<file path="config.mk">
export PLATFORM = sky130hd
export DESIGN_NAME = regression_seq_ctrl_flat
export DESIGN_NICKNAME = d
export VERILOG_FILES = /design/src/rtl/regression_seq_ctrl_pkg.sv /design/src/rtl/regression_seq_ctrl_if.sv /design/src/rtl/regression_seq_ctrl_mac_unit.sv /design/src/rtl/regression_seq_ctrl.sv /design/src/flat_wrapper.sv
export SDC_FILE = /design/constraint.sdc
export NUM_CORES = 1
export LEC_CHECK = 0
export CORE_AREA = 2 2 176 178
export CTS_CLUSTER_DIAMETER = 40
export CTS_CLUSTER_SIZE = 16
export DETAILED_ROUTE_END_ITERATION = 8
export DIE_AREA = 0 0 178 180
export GPL_TIMING_DRIVEN = 0
export PLACE_DENSITY_LB_ADDON = 0.15
export SLEW_MARGIN = 5
export SYNTH_ARGS = -nofsm -noshare
export SYNTH_HDL_FRONTEND = slang
export SYNTH_SLANG_ARGS = --single-unit
</file>
<file path="constraint.sdc">
create_clock -name clk -period 14.95 [get_ports clk]
set_input_delay 3.7375 -clock clk [delete_from_list [all_inputs] [get_ports clk]]
set_output_delay 3.7375 -clock clk [all_outputs]
set_load 0.01 [all_outputs]
</file>
<file path="src/rtl/regression_seq_ctrl_pkg.sv">
// Shared types and sizing helpers for the time-multiplexed regression sequencer.
package regression_seq_ctrl_pkg;

  typedef enum logic [1:0] {
    IDLE = 2'd0,
    ACC  = 2'd1,
    OUT  = 2'd2
  } state_t;

  localparam int N_FEAT_DEF = 3;
  localparam int FW_DEF     = 16;
  localparam int AW_DEF     = 32;

  // Width that holds 0..n_feat; used for both the beat counter and cfg_addr.
  function automatic int cnt_w(input int n_feat);
    return (n_feat < 1) ? 1 : $clog2(n_feat + 1);
  endfunction

endpackage

</file>
<file path="src/rtl/regression_seq_ctrl_if.sv">
// Config port, feature stream and result stream of the regression sequencer.
interface regression_seq_ctrl_if
  import regression_seq_ctrl_pkg::*;
#(
  parameter int N_FEAT = N_FEAT_DEF,
  parameter int FW     = FW_DEF,
  parameter int AW     = AW_DEF
) ();

  localparam int ADDR_W = cnt_w(N_FEAT);

  logic              cfg_we;
  logic [ADDR_W-1:0] cfg_addr;
  logic [AW-1:0]     cfg_data;
  logic              cfg_err;

  logic              feat_valid;
  logic              feat_ready;
  logic [FW-1:0]     feat_data;

  logic              y_valid;
  logic              y_ready;
  logic [AW-1:0]     y;
  logic              y_ovf;

  modport master (
    output cfg_we, cfg_addr, cfg_data, feat_valid, feat_data, y_ready,
    input  cfg_err, feat_ready, y_valid, y, y_ovf
  );

  modport slave (
    input  cfg_we, cfg_addr, cfg_data, feat_valid, feat_data, y_ready,
    output cfg_err, feat_ready, y_valid, y, y_ovf
  );

endinterface

</file>
<file path="src/rtl/regression_seq_ctrl_mac_unit.sv">
// The single shared multiply-accumulate: {carry, sum} = acc_in + a*b.
module mac_unit #(
  parameter int FW = 16,
  parameter int AW = 32
) (
  input  logic [FW-1:0] a,
  input  logic [FW-1:0] b,
  input  logic [AW-1:0] acc_in,
  output logic [AW-1:0] sum,
  output logic          carry
);

  logic [2*FW-1:0] prod;
  logic [AW:0]     total;

  // Product is zero-extended so the extra top bit of total is the true carry.
  assign prod  = a * b;
  assign total = {1'b0, acc_in} + (AW+1)'(prod);
  assign {carry, sum} = total;

endmodule

</file>
<file path="src/rtl/regression_seq_ctrl.sv">
// Sequencer: accumulates one feature per cycle through the shared MAC and
// presents y on a valid/ready port; owns the coefficient bank.
module regression_seq_ctrl
  import regression_seq_ctrl_pkg::*;
#(
  parameter int N_FEAT = N_FEAT_DEF,
  parameter int FW     = FW_DEF,
  parameter int AW     = AW_DEF
) (
  input logic            clk,
  input logic            rst,
  regression_seq_ctrl_if.slave bus
);

  localparam int CW = cnt_w(N_FEAT);

  state_t        state, state_nxt;
  logic [CW-1:0] cnt;
  logic [AW-1:0] acc;
  logic          ovf;
  logic [AW-1:0] c0;
  logic [FW-1:0] coef [N_FEAT];

  logic          accept;
  logic          last_beat;
  logic          cfg_ok;
  logic [FW-1:0] coef_sel;
  logic [AW-1:0] mac_acc_in;
  logic [AW-1:0] mac_sum;
  logic          mac_carry;
  logic          ovf_nxt;

  assign accept     = bus.feat_valid && bus.feat_ready;
  assign last_beat  = (cnt == CW'(N_FEAT - 1));
  assign cfg_ok     = bus.cfg_we && (state == IDLE) && (bus.cfg_addr <= CW'(N_FEAT));
  assign mac_acc_in = (state == IDLE) ? c0 : acc;
  assign ovf_nxt    = (state == IDLE) ? mac_carry : (ovf | mac_carry);

  // Beat k always multiplies by c(k+1); cnt equals k when the beat arrives.
  always_comb begin
    coef_sel = '0;
    for (int i = 0; i < N_FEAT; i++) begin
      if (cnt == CW'(i)) coef_sel = coef[i];
    end
  end

  mac_unit #(.FW(FW), .AW(AW)) u_mac (
    .a      (coef_sel),
    .b      (bus.feat_data),
    .acc_in (mac_acc_in),
    .sum    (mac_sum),
    .carry  (mac_carry)
  );

  always_ff @(posedge clk or posedge rst) begin
    if (rst) state <= IDLE;
    else     state <= state_nxt;
  end

  always_comb begin
    state_nxt = state;
    case (state)
      IDLE:    if (accept) state_nxt = (N_FEAT == 1) ? OUT : ACC;
      ACC:     if (accept && last_beat) state_nxt = OUT;
      OUT:     if (bus.y_ready) state_nxt = IDLE;
      default: state_nxt = IDLE;
    endcase
  end

  // A config write in IDLE holds off the first beat so a sample never
  // mixes old and new coefficients.
  always_comb begin
    bus.feat_ready = 1'b0;
    bus.y_valid    = 1'b0;
    case (state)
      IDLE:    bus.feat_ready = !bus.cfg_we;
      ACC:     bus.feat_ready = 1'b1;
      OUT:     bus.y_valid    = 1'b1;
      default: ;
    endcase
  end

  always_ff @(posedge clk or posedge rst) begin
    if (rst) begin
      acc       <= '0;
      ovf       <= 1'b0;
      cnt       <= '0;
      bus.y     <= '0;
      bus.y_ovf <= 1'b0;
    end else if (accept) begin
      acc <= mac_sum;
      ovf <= ovf_nxt;
      cnt <= (state == IDLE) ? CW'(1) : cnt + CW'(1);
      if (last_beat) begin
        bus.y     <= mac_sum;
        bus.y_ovf <= ovf_nxt;
      end
    end else if (state == OUT && bus.y_ready) begin
      cnt <= '0;
    end
  end

  always_ff @(posedge clk or posedge rst) begin
    if (rst) begin
      c0          <= '0;
      bus.cfg_err <= 1'b0;
      for (int i = 0; i < N_FEAT; i++) coef[i] <= '0;
    end else begin
      bus.cfg_err <= bus.cfg_we && !cfg_ok;
      if (cfg_ok) begin
        if (bus.cfg_addr == '0) c0 <= bus.cfg_data;
        for (int i = 0; i < N_FEAT; i++) begin
          if (bus.cfg_addr == CW'(i + 1)) coef[i] <= bus.cfg_data[FW-1:0];
        end
      end
    end
  end

endmodule
</file>
<file path="src/flat_wrapper.sv">
// flat-port wrapper written by rule: the top's interface ports become plain ports
module regression_seq_ctrl_flat import regression_seq_ctrl_pkg::*;
#(
  parameter int N_FEAT = N_FEAT_DEF,
  parameter int FW     = FW_DEF,
  parameter int AW     = AW_DEF
)
  (clk, rst, bus_cfg_we, bus_cfg_addr, bus_cfg_data, bus_feat_valid, bus_feat_data, bus_y_ready, bus_cfg_err, bus_feat_ready, bus_y_valid, bus_y, bus_y_ovf);
  regression_seq_ctrl_if #(.N_FEAT(N_FEAT), .FW(FW), .AW(AW)) bus_i ();
  input logic clk;
  input logic rst;
  input wire logic [$bits(bus_i.cfg_we)-1:0] bus_cfg_we;
  input wire logic [$bits(bus_i.cfg_addr)-1:0] bus_cfg_addr;
  input wire logic [$bits(bus_i.cfg_data)-1:0] bus_cfg_data;
  input wire logic [$bits(bus_i.feat_valid)-1:0] bus_feat_valid;
  input wire logic [$bits(bus_i.feat_data)-1:0] bus_feat_data;
  input wire logic [$bits(bus_i.y_ready)-1:0] bus_y_ready;
  output wire logic [$bits(bus_i.cfg_err)-1:0] bus_cfg_err;
  output wire logic [$bits(bus_i.feat_ready)-1:0] bus_feat_ready;
  output wire logic [$bits(bus_i.y_valid)-1:0] bus_y_valid;
  output wire logic [$bits(bus_i.y)-1:0] bus_y;
  output wire logic [$bits(bus_i.y_ovf)-1:0] bus_y_ovf;
  assign bus_i.cfg_we = bus_cfg_we;
  assign bus_i.cfg_addr = bus_cfg_addr;
  assign bus_i.cfg_data = bus_cfg_data;
  assign bus_i.feat_valid = bus_feat_valid;
  assign bus_i.feat_data = bus_feat_data;
  assign bus_i.y_ready = bus_y_ready;
  assign bus_cfg_err = bus_i.cfg_err;
  assign bus_feat_ready = bus_i.feat_ready;
  assign bus_y_valid = bus_i.y_valid;
  assign bus_y = bus_i.y;
  assign bus_y_ovf = bus_i.y_ovf;
  regression_seq_ctrl #(.N_FEAT(N_FEAT), .FW(FW), .AW(AW)) u_core (.clk(clk), .rst(rst), .bus(bus_i));
endmodule
</file>
==> flow_metrics.env <==
export IMPL_mostFrequentLayoutCells="inv_1 (318), nand2_1 (284), fa_1 (226), dfrtp_1 (151), and2_1 (114)"
export IMPL_numClockSinks=151
export IMPL_ys_async_sr_fraction_pct=100.0
export IMPL_drive_above_1_share_pct=9.258
export IMPL_drc=0
export IMPL_post_cts_resize_count=0
export IMPL_ioPinCount=91
export IMPL_fin_crit_sh_pct=69.86
export IMPL_endpoint_kind="flop"
export IMPL_ys_seq_area_share_pct=23.18
export IMPL_synthFlopType="dfrtp_1"
export IMPL_synth_edff_count=0
export IMPL_insertion_delay_ns=0.45
export IMPL_slew_headroom_pct=5.318
export IMPL_antenna_found_initial=1
export IMPL_ys_warn_count=0
export IMPL_clk_pin_slew_worst_paths_ns=0.06
export IMPL_die_area_mm2=0.03204
export IMPL_die_x_um=178
export IMPL_drv_cap=0
export IMPL_grt_pass1_wl_um=72110
export IMPL_insertedDiodeCount=0
export IMPL_wirelength_um=44890
export IMPL_grt_overflow=0
export IMPL_wl_per_cell_um=20.01
export IMPL_first_global_vias=12842
export IMPL_fin_tns_setup_ns=0
export IMPL_finalHoldViolations=0
export IMPL_row_count=64
export IMPL_ys_seq_elements=151
export IMPL_hold_depth=2
export IMPL_slew_violations=0
export IMPL_postCtsSetupBuffers=0
export IMPL_vias=12250
export IMPL_initial_core_util_pct=54.00
export IMPL_startpoint_type="input pin"
export IMPL_path_class="in2reg"
export IMPL_synth_avg_cell_area_um2=9.461
export IMPL_core_area_mm2=0.03019
export IMPL_area_delta_synth_final_pct=12.62
export IMPL_critPathArrivalTime_ns=10.75
export IMPL_holdBufCountCts=0
export IMPL_die_h_um=180
export IMPL_crit_required_ns=15.26
export IMPL_grt_start_max_net_pins=80
export IMPL_final_common_cell="inv_1"
export IMPL_ys_types=63
export IMPL_crit_path_max_fanout=10
export IMPL_gp_congestion=0.9113
export IMPL_syn_area_mm2=0.01630
export IMPL_synth_nets=2111
export IMPL_port_buffers=90
export IMPL_first_pass_iters=5
export IMPL_hpwl_um=36030
export IMPL_fin_skew_ns=0.01169
export IMPL_status="completed"
export IMPL_syn_inst=1723
export IMPL_worst_pin_slew_ns=1.405
export IMPL_root_buffer="clkbuf_16"
export IMPL_path_cells="clkdlybuf4s50_1 > clkbuf_1 > nand2_1 > fa_1 > inv_1 > fa_1 > inv_1 > fa_1 > inv_1 > fa_1 > inv_1 > fa_1 > inv_1 > fa_1 > ha_1 > a21oi_1 > o211ai_1 > and4_1 > a311o_1 > a311oi_2 > xor2_1 > o21ai_1"
export IMPL_hold_class="reg2reg"
export IMPL_drtIter0Drc=937
export IMPL_cts_tree="built"
export IMPL_min_period_ns=10.44
export IMPL_critPathSlowestCell="clkdlybuf4s50_1"
export IMPL_reg2reg_depth=27
export IMPL_max_freq_ghz=0.09574
export IMPL_cts_made_buffers=17
export IMPL_grt_setup_unrepaired="false"
export IMPL_cts_buffer_depth=2
export IMPL_cts_htree_levels=4
export IMPL_cp_slowest_stage_delay_ns=0.71
export IMPL_setup_viol=0
export IMPL_grt_usage_pct=29.75
export IMPL_cpMostUsedCell="fa_1"
export IMPL_vias_per_cell=5.461
export IMPL_fin_nets=2222
export IMPL_ant_nets=0
## cell families (layout without fill, tap and decap cells)
logic type      count (synthesis)  after routing  synth area share [%]
simple gates                  519            519                 14.92
buf+inv                       403            527                 9.403
fa+ha+maj                     333            333                 35.97
compound gates                163            163                 6.432
flops                         151            151                 23.18
mux                           130            130                 8.804
xor+xnor                       24             24                 1.290
## worst paths after layout
path / slack, ns / startpoint / to
worst max-delay path: 4.51 / bus_feat_data[9] / u_core.acc[25]
worst min-delay path: 0.48 / u_core.acc[26] / u_core.acc[26]
worst max register to register: 5.94 / u_core.cnt[1] / u_core.acc[25]
worst min register to register: 0.48 / u_core.acc[26] / u_core.acc[26]
max in group asynchronous: 10.45 / rst / u_core.coef[8]
min in group asynchronous: 3.73 / rst / u_core.bus.y[2]
## cells in the mapped netlist, types with 9 or more instances
cell / n / area (um2)
inv_1: 319 / 1197
nand2_1: 284 / 1066
fa_1: 226 / 4524
dfrtp_1: 151 / 3779
and2_1: 114 / 713.2
ha_1: 107 / 1339
mux2_2: 107 / 1205
clkbuf_1: 67 / 251.5
a21oi_1: 47 / 235.2
nor2_1: 41 / 153.9
o21ai_0: 39 / 195.2
mux2i_1: 23 / 230.2
nand3_1: 20 / 100.1
o21ai_1: 17 / 85.08
nand4_1: 13 / 81.33
nor3_1: 13 / 65.06
xnor2_1: 13 / 113.9
xor2_1: 11 / 96.34
buf_2: 10 / 50.05
a21o_1: 9 / 67.56
## flip-flops by register name (all words and copies together) (netlist names)
name	cells
u_core.c0	32
u_core.coef	48
u_core.state	2
u_core.acc	32
u_core.bus.y_ovf	1
u_core.cnt	2
u_core.bus.y	32
u_core.bus.cfg_err	1
u_core.ovf	1
## through the flow
step / cell area (um2) / instances / hold WS (ns) / setup slack, ns / util (%)
detailed placement: 17740 / 2211 / 0.4624 / 4.098 / 58.76
global placement: 17700 / 2209 / 0.4586 / 4.267 / 58.62
CTS: 18360 / 2243 / 0.4861 / 4.559 / 60.81
global route: 18360 / 2243 / 0.5067 / 4.222 / 60.81
finish: 18360 / 2243 / 0.4820 / 4.505 / 60.81
floorplan: 16300 / 1723 / 0.4418 / 5.847 / -
## worst max-delay path: cells and delay by family
family,cells,cell delay (ns)
AOI/OAI and AO/OA,5,1.21
xor gates and xnor gates,1,0.37
adders and majority gates,7,3.48
buffers and inverters,7,1.53
and+or+nand+nor,2,0.41
## layer usage
layer | up-vias | track usage [%] | routed length [um]
li1 | 5594 | - | -
met5 | - | 0 | 0
met1 | 6140 | 42.80 | 20110
met2 | 430 | 45.27 | 20110
met3 | 86 | 5.690 | 3096
met4 | 0 | 10.13 | 1579
## area by class of cell
class                      count  area [um2]
buffer                        82       327.8
tap                          396       495.5
fill                        2601       11830
inverter                     321        1212
clock inverter                14       188.9
sequential                   151        3779
multi-input combinational   1169       10990
clock buffer                  18       429.2
timing repair buffer          92       935.9
Power is not shown: default switching activity piles up to over one toggle a cycle in this logic, so the estimate is an artifact.
